===== src/rtl/pic_pkg.sv =====
// Shared types and bit positions for the 8259-style bus interface.
// Latency: none; this package holds declarations only.
// Backpressure: not applicable.
package pic_pkg;

    typedef enum logic [2:0] {
        UNINIT,
        WAIT_ICW2,
        WAIT_ICW3,
        WAIT_ICW4,
        READY
    } pic_state_t;

    // Command strobe bundle, one bit per ICW/OCW register write
    typedef struct packed {
        logic icw_1;
        logic icw_2;
        logic icw_3;
        logic icw_4;
        logic ocw_1;
        logic ocw_2;
        logic ocw_3;
    } pic_cmd_t;

    localparam int ICW1_IC4  = 0;
    localparam int ICW1_SNGL = 1;
    localparam int CMD_D3    = 3;
    localparam int CMD_D4    = 4;

endpackage


===== src/rtl/pic_strobe_sync.sv =====
// Multi-flop synchroniser for an active-low asynchronous CPU strobe; resets to inactive (1).
// Latency: SYNC_STAGES clock edges from pin to sync_n.
// Backpressure: none; it samples every cycle.
module pic_strobe_sync #(
    parameter int SYNC_STAGES = 2
) (
    input  logic clock,
    input  logic reset_n,
    input  logic pin_n,
    output logic sync_n
);

    logic [SYNC_STAGES-1:0] sync_q;

    always_ff @(posedge clock or negedge reset_n) begin
        if (!reset_n) begin
            sync_q <= '1;
        end else begin
            sync_q <= {sync_q[SYNC_STAGES-2:0], pin_n};
        end
    end

    assign sync_n = sync_q[SYNC_STAGES-1];

endmodule


===== src/rtl/pic_bus_interface.sv =====
// CPU-side bus interface of the PIC: it synchronises the strobes, captures writes, decodes ICW/OCW and drives reads.
// Latency: a command strobe follows SYNC_STAGES+1 edges after the WR rising edge; a read follows SYNC_STAGES+1 edges after RD falls.
// Backpressure: none; the CPU must hold WR high for one synchronised cycle between writes.
module pic_bus_interface
    import pic_pkg::*;
#(
    parameter int DATA_WIDTH  = 8,
    parameter int SYNC_STAGES = 2
) (
    input  logic                  clock,
    input  logic                  reset_n,
    input  logic                  chip_select_n,
    input  logic                  read_enable_n,
    input  logic                  write_enable_n,
    input  logic                  address,
    input  logic [DATA_WIDTH-1:0] data_bus_in,
    input  logic [DATA_WIDTH-1:0] core_read_data,
    output logic [DATA_WIDTH-1:0] data_bus_out,
    output logic                  data_bus_oe,
    output logic [DATA_WIDTH-1:0] internal_data_bus,
    output logic                  write_icw_1,
    output logic                  write_icw_2,
    output logic                  write_icw_3,
    output logic                  write_icw_4,
    output logic                  write_ocw_1,
    output logic                  write_ocw_2,
    output logic                  write_ocw_3,
    output logic                  read,
    output logic                  init_done
);

    logic cs_s, rd_s, wr_s;
    logic cs_prev, wr_prev;
    logic hold_vld, hold_a0;
    logic [DATA_WIDTH-1:0] hold_dat;
    logic sngl, ic4;
    pic_state_t state, state_nxt;
    pic_cmd_t   cmd, cmd_nxt;

    pic_strobe_sync #(.SYNC_STAGES(SYNC_STAGES)) u_cs_sync (
        .clock(clock), .reset_n(reset_n), .pin_n(chip_select_n), .sync_n(cs_s));
    pic_strobe_sync #(.SYNC_STAGES(SYNC_STAGES)) u_rd_sync (
        .clock(clock), .reset_n(reset_n), .pin_n(read_enable_n), .sync_n(rd_s));
    pic_strobe_sync #(.SYNC_STAGES(SYNC_STAGES)) u_wr_sync (
        .clock(clock), .reset_n(reset_n), .pin_n(write_enable_n), .sync_n(wr_s));

    // RD and WR low together is illegal: it blocks both capture and read drive
    wire legal_wr = !cs_s && !wr_s && rd_s;
    wire rd_act   = !cs_s && !rd_s && wr_s;
    wire commit   = wr_s && !wr_prev && !cs_prev && hold_vld;
    wire icw1_hit = commit && !hold_a0 && hold_dat[CMD_D4];

    always_ff @(posedge clock or negedge reset_n) begin
        if (!reset_n) begin
            state <= UNINIT;
            sngl  <= 1'b1;
            ic4   <= 1'b0;
        end else begin
            state <= state_nxt;
            if (icw1_hit) begin
                sngl <= hold_dat[ICW1_SNGL];
                ic4  <= hold_dat[ICW1_IC4];
            end
        end
    end

    always_comb begin
        state_nxt = state;
        cmd_nxt   = '0;
        if (icw1_hit) begin
            cmd_nxt.icw_1 = 1'b1;
            state_nxt     = WAIT_ICW2;
        end else if (commit && !hold_a0) begin
            if (state == READY) begin
                cmd_nxt.ocw_3 = hold_dat[CMD_D3];
                cmd_nxt.ocw_2 = !hold_dat[CMD_D3];
            end
        end else if (commit) begin
            case (state)
                WAIT_ICW2: begin
                    cmd_nxt.icw_2 = 1'b1;
                    state_nxt = !sngl ? WAIT_ICW3 : (ic4 ? WAIT_ICW4 : READY);
                end
                WAIT_ICW3: begin
                    cmd_nxt.icw_3 = 1'b1;
                    state_nxt = ic4 ? WAIT_ICW4 : READY;
                end
                WAIT_ICW4: begin
                    cmd_nxt.icw_4 = 1'b1;
                    state_nxt = READY;
                end
                READY:   cmd_nxt.ocw_1 = 1'b1;
                default: ;
            endcase
        end
    end

    always_ff @(posedge clock or negedge reset_n) begin
        if (!reset_n) begin
            cs_prev           <= 1'b1;
            wr_prev           <= 1'b1;
            hold_vld          <= 1'b0;
            hold_a0           <= 1'b0;
            hold_dat          <= '0;
            internal_data_bus <= '0;
            data_bus_out      <= '0;
            data_bus_oe       <= 1'b0;
            read              <= 1'b0;
            init_done         <= 1'b0;
            cmd               <= '0;
        end else begin
            cs_prev <= cs_s;
            wr_prev <= wr_s;
            if (legal_wr) begin
                hold_vld <= 1'b1;
                hold_a0  <= address;
                hold_dat <= data_bus_in;
            end else if (commit || cs_s) begin
                hold_vld <= 1'b0;
            end
            if (commit) begin
                internal_data_bus <= hold_dat;
            end
            data_bus_oe <= rd_act;
            if (rd_act) begin
                data_bus_out <= core_read_data;
            end
            read      <= rd_act && !data_bus_oe;
            init_done <= (state_nxt == READY);
            cmd       <= cmd_nxt;
        end
    end

    assign write_icw_1 = cmd.icw_1;
    assign write_icw_2 = cmd.icw_2;
    assign write_icw_3 = cmd.icw_3;
    assign write_icw_4 = cmd.icw_4;
    assign write_ocw_1 = cmd.ocw_1;
    assign write_ocw_2 = cmd.ocw_2;
    assign write_ocw_3 = cmd.ocw_3;

endmodule


===== config.mk =====
export PLATFORM = sky130hd
export DESIGN_NAME = pic_bus_interface
export DESIGN_NICKNAME = d
export VERILOG_FILES = /design/src/rtl/pic_pkg.sv /design/src/rtl/pic_strobe_sync.sv /design/src/rtl/pic_bus_interface.sv
export SDC_FILE = /design/constraint.sdc
export NUM_CORES = 1
export LEC_CHECK = 0
export ABC_AREA = 1
export CAP_MARGIN = 40
export CORE_UTILIZATION = 45
export CTS_BUF_LIST = sky130_fd_sc_hd__clkbuf_8 sky130_fd_sc_hd__clkbuf_16
export CTS_CLUSTER_SIZE = 14
export DETAILED_ROUTE_END_ITERATION = 7
export PLACE_DENSITY = 0.75
export SETUP_SLACK_MARGIN = 0.15
export SYNTH_ARGS = -nofsm -noshare
export SYNTH_HDL_FRONTEND = slang
export SYNTH_HIERARCHICAL = 1
export SYNTH_SLANG_ARGS = --single-unit

===== constraint.sdc =====
create_clock -name clock -period 1.89 [get_ports clock]
set_clock_uncertainty 0.1 [all_clocks]
set_input_delay 0.189 -clock clock [delete_from_list [all_inputs] [get_ports clock]]
set_output_delay 0.189 -clock clock [all_outputs]
set_load 0.01 [all_outputs]

# After elaboration in Yosys (flattened, before gate mapping)
# Cells that the tools add are included.
[word_totals]
register_bits = 49
in_bits = 22
out_inout_bits = 26
[classes]
n_eq_ne = 5
mux = 18
reduce_logical = 20
[op_table]
columns = ["operator", "count"]
rows = [
  ["$mux W3", 5],
  ["$logic_and A1 B1 Y1", 10],
  ["$pmux W3 S3", 1],
  ["$logic_not A1 Y1", 8],
  ["$mux W4", 2],
  ["$mux W1", 7],
  ["$eq A3 B2 Y1 const B", 2],
  ["$eq A3 B3 Y1 const B", 2],
  ["$mux W6", 1],
  ["$mux W2", 2],
  ["$eq A3 B1 Y1 const B", 1],
  ["$reduce_bool A2 Y1", 1],
  ["$logic_or A1 B1 Y1", 1],
]

# Longest topological paths before layout
[logic_depth]
depth_word = 8
depth_mapped = 8

# Cells and area by module
# The synthesis kept the hierarchy.
[modules_own_cells]
columns = ["mod", "instances", "cells_per_inst", "area_per_inst_um2", "seq_area_each_um2"]
rows = [
  ["pic_bus_interface", 1, 170, 1684.1, 1079.8],
  ["pic_strobe_sync", 3, 2, 52.6, 52.6],
]

# Worst setup path before layout
# No wires, ideal clock.
[synth_path]
kind = "register to register"
from = "register u_wr_sync.sync_q[1]"
to = "register init_done"
setup_time_ns = 0.116
t_arrival_ns = 1.101
t_required_ns = 1.674
path_slack_ns = 0.573
stages_incl_launch_ff = 8
path_buffers = 0
synth_period_minus_slack_ns = 1.317
cell_sequence = "dfstp_2 nand3_4 nor2_1 nand2_1 nand2_1 nand3_2 nand3_2 nor2_2"
[synth_between]
elab_chain_len = 7
[synth_rtl]
columns = ["item", "line", "text"]
rows = [
  ["start, declared", "pic_strobe_sync.sv:13", "logic [SYNC_STAGES-1:0] sync_q;"],
  ["start signal, assigned", "pic_strobe_sync.sv:19", "sync_q <= {sync_q[SYNC_STAGES-2:0], pin_n};"],
  ["$logic_and A1 B1 Y1 (*) (3 in a row)", "pic_bus_interface.sv:50", "wire commit = wr_s && !wr_prev && !cs_prev && hold_vld;"],
  ["$mux W3 / $logic_and A1 B1 Y1 (equally long branches)", "pic_bus_interface.sv:78, pic_bus_interface.sv:51, pic_bus_interface.sv:73", ""],
  ["$mux W3 / $logic_and A1 B1 Y1 (equally long branches)", "pic_bus_interface.sv:73, pic_bus_interface.sv:51", ""],
  ["$mux W3 (*)", "pic_bus_interface.sv:70", "if (icw1_hit) begin"],
  ["$eq A3 B3 Y1 (*)", "pic_bus_interface.sv:129", "init_done <= (state_nxt == READY);"],
  ["end signal, assigned", "pic_bus_interface.sv:129", ""],
  ["end, declared", "pic_bus_interface.sv:29", "output logic init_done"],
]
# Every way passes the cells marked *; elsewhere a longest branch is shown, timed or not.
# A chain may end at the register's enable or synchronous reset.

# Worst setup path in the final report
# Same ends and word-level chain as after synthesis.

==> results by group <==
Clocking
  – Postcts setup bufs: 0
  – Hold-fix buffers, CTS: 1
  – H-tree depth: 2
  – Clk sink count: between 40 and 50
  – Post-CTS sizing: 0
  – CTS tree: yes
  – Num CTS Buffers: 5
  – CTS root buf: clkbuf_8
  – Clk Latency, worst-skew pair: approximately 0.29 ns
  – Bufs on Longest Clock Path: 2
  – Worst-path clk slew: 0.08 ns

Worst hold path
  – Hold crit path type: in2reg
  – Min-delay src: read_enable_n
  – Hold Crit Endpoint: u_rd_sync/sync_q[0]
  – Min-Delay Path Depth: 1

Finish
  – Number of diodes: 0
  – Syn-to-layout area delta: 36.3%
  – Finished Layout Cells: 280
  – Fin nets: about 250
  – Final Util: approximately 66%
  – Layout cell share with drive strength beyond 1: approximately 16%
  – Fillcell total: about 320

Power and ir drop
  – Comb power frac: approximately a fifth
  – Worst-case vdd ir drop: roughly 0.00063 V
  – Sequential fraction of design power: 50.6%
  – Power Total: between 0.002 and 0.003 W
  – Sw frac: ~27%
  – Sw Pwr: 0.000714 W
  – Clk pwr share: between 20% and 30%
  – Int Power: slightly below 0.002 W
  – Static Leak: about 1.2 nW
  – Pwr dens: 1050 nW/µm²

Drt
  – DRC viols: 0
  – DRT iter0 DRCs: ~110
  – Vias post-DR: approximately 1300
  – Vias per std cell: 4.76
  – Final WL: 3270 µm
  – Final ANT Viol Nets: 0
  – Detailed Routing Iterations Pass 1: 4
  – Routed wire length per instance: roughly 12 µm

Global routing
  – Pin count of the biggest net entering global routing: 31
  – Grt ovf: 0
  – Grt peak-use layer: met2
  – Grt met3 use: under 10%
  – Met1 global-route usage: approximately a quarter
  – First-pass GRT wire length: approximately 5700 µm
  – Vias in the first global route: 1301
  – Initial antenna violation count: 0
  – Met2 usage: around a quarter
  – GRT Util Overall: between 10% and 20%

Yosys
  – FFs w/ async S/R, synth: between 90% and 100%
  – Syn avg cell area: around 10 µm²
  – Area leader, netlist: dfrtp_1
  – Syn_nets: just under 200
  – Library cells used by synthesis: 23
  – Flops & latches, synth: between 40 and 50
  – Post-Synthesis Cells: 176
  – Post-synth EDFFs: 0
  – Top-count cell post-synth: nand2_1
  – Synth warn: 6
  – Top cell type's share of synthesized area: roughly 54%
  – Post-Syn Area: between 1500 and 2000 µm²
  – Ys flop type: dfrtp_1
  – Post-synth top cells: nand2_1, dfrtp_1, nor2_1
  – Post-synthesis sequential area ratio: between 60% and 70%
  – Synth top area cells: dfrtp_1, dfstp_2, nand2_1, nor2_1, inv_1

Timing
  – Setup TNS: 0 ns
  – Tcrit/Tclk final: between 80% and 90%
  – FMAX: 645 MHz
  – RSZ-0062 raised after global routing: no
  – Max-slew headroom: a little over two thirds
  – Tightest Pin Transition: approximately 0.44 ns
  – Fin crit period: ~1.6 ns
  – Final Hold Vio Count: 0
  – Final setup fails: 0
  – Pins over their slew limit: 0

Critical path
  – CP cell instances: nand3_4, nor2_1, nand3_1, nand3_1, nand3_2, nor2_2
  – R2r startpoint: u_wr_sync/sync_q[1]
  – Reg-to-reg slack, setup: approximately 0.34 ns
  – Type of origin of the critical path: flop
  – Delay of the slowest critical-path stage: roughly 0.6 ns
  – Max FO, Critical Path: 19
  – Crit path kind: reg2reg
  – Most used cell, CP: nand3_1
  – Worst R2R End: init_done
  – Worst endpoint data arrival time: 1.68 ns
  – Slowest-stage cell, CP: dfstp_2
  – CP required: approximately 2.0 ns
  – Reg2Reg Depth: 6
  – Crit path capture type: flop

Flow run
  – MaxCap Viol Count: 0

Outcome
  – Status: finished clean

Floorplanning
  – Rows: 22
  – Die X: approximately 66 µm
  – Initial Utilization: 48.5%
  – Height of the die: between 60 and 70 µm
  – Io pins: between 40 and 50
  – Core ar.: approximately 3800 µm²
  – Die Area: between 4000 and 5000 µm²

Placement
  – DP Cell Count: about 270
  – IO Port Bufs: 47
  – HPWL Detailed: ~2300 µm
  – RePlAce Congestion: approximately 0.8
-- area by class of cell --
| class | instances | area, µm² | area share [%] |
|---|---|---|---|
| clock buffers | 6 | 82.6 | 3.29 |
| clock inverters | 2 | 33.8 | 1.35 |
| inverters | 18 | 67.6 | 2.69 |
| multi-input cells | 107 | 527 | 21.0 |
| flip-flops and latches | 49 | 1240 | 49.3 |
| well taps | 48 | 60.1 | 2.39 |
| repair buffers | 50 | 503 | 20.0 |
-- placed cells by master, fill, tap and decap left out, types with 2 or more instances in the layout --
cell type and n:
nand2_1 50, clkdlybuf4s50_1 46, dfrtp_1 40, nor2_1 15, inv_1 14, o21ai_1 9, dfstp_2 9, a21oi_1 6
clkbuf_8 6, nand3_1 5, nor4_1 5, inv_2 4, nor2_2 3, mux2_2 3, nand3_2 2, nand2_2 2
-- kinds of logic (layout without fill, tap and decap cells) --
kind of cell	Yosys count	count (layout)	share of synthesized area (%)
flip-flops	49	49	67.2
multiplexers	3	3	1.83
AND/OR/NAND/NOR	87	87	22.0
AO/OA/AOI/OAI	17	17	4.76
buffers and inverters	20	76	4.21
-- metrics by stage --
stage | area [µm²] | hold WS, ns | worst slack [ns]
6_report | 2510 | 0.192 | 0.339
5_1_grt | 2510 | 0.182 | 0.185
4_1_cts | 2510 | 0.189 | 0.323
3_5_place_dp | 2380 | 0.0614 | 0.350
3_3_place_gp | 2380 | 0.0622 | 0.424
2_1_floorplan | 1840 | -0.207 | 0.573
-- critical path, delay by kind of cell, from the launching register on --
kind          cells  cell delay, ns
flops             1            0.60
simple gates      6            0.78
-- how the worst max path moves through the flow --
| stage | start | end | cells past startpoint |
|---|---|---|---|
| final | u_wr_sync/sync_q[1] | init_done | 6 |
| after global routing | u_wr_sync/sync_q[1] | init_done | 6 |
| after CTS | u_wr_sync/sync_q[1] | init_done | 6 |
| after detailed placement | u_wr_sync/sync_q[1] | init_done | 6 |
| after global placement | u_wr_sync/sync_q[1] | init_done | 7 |
| after floorplan | u_wr_sync/sync_q[1] | init_done | 7 |
-- layer usage --
layer / up-vias / wire, µm
li1: 664 / -
met1: 621 / 1600
met4: 0 / 55
met3: 5 / 176
met2: 43 / 1440
met5: - / 0
-- registers in the layout, indices dropped and copies added (netlist names), 2 cells and up --
| signal | count |
|---|---|
| state | 3 |
| u_rd_sync/sync_q | 2 |
| internal_data_bus | 8 |
| data_bus_out | 8 |
| u_wr_sync/sync_q | 2 |
| hold_dat | 8 |
| u_cs_sync/sync_q | 2 |
-- power by group through the flow --
stage | clock network [W] | logic (W) | registers [W]
5_1_grt | 0.000802 | 0.000618 | 0.00136
3_5_place_dp | 0 | 0.000554 | 0.00135
3_3_place_gp | 0 | 0.000543 | 0.00135
6_report | 0.000746 | 0.000558 | 0.00134
4_1_cts | 0.000763 | 0.000559 | 0.00133
2_1_floorplan | 0 | 0.000228 | 0.00137
Power figures use the tool's default switching activity.
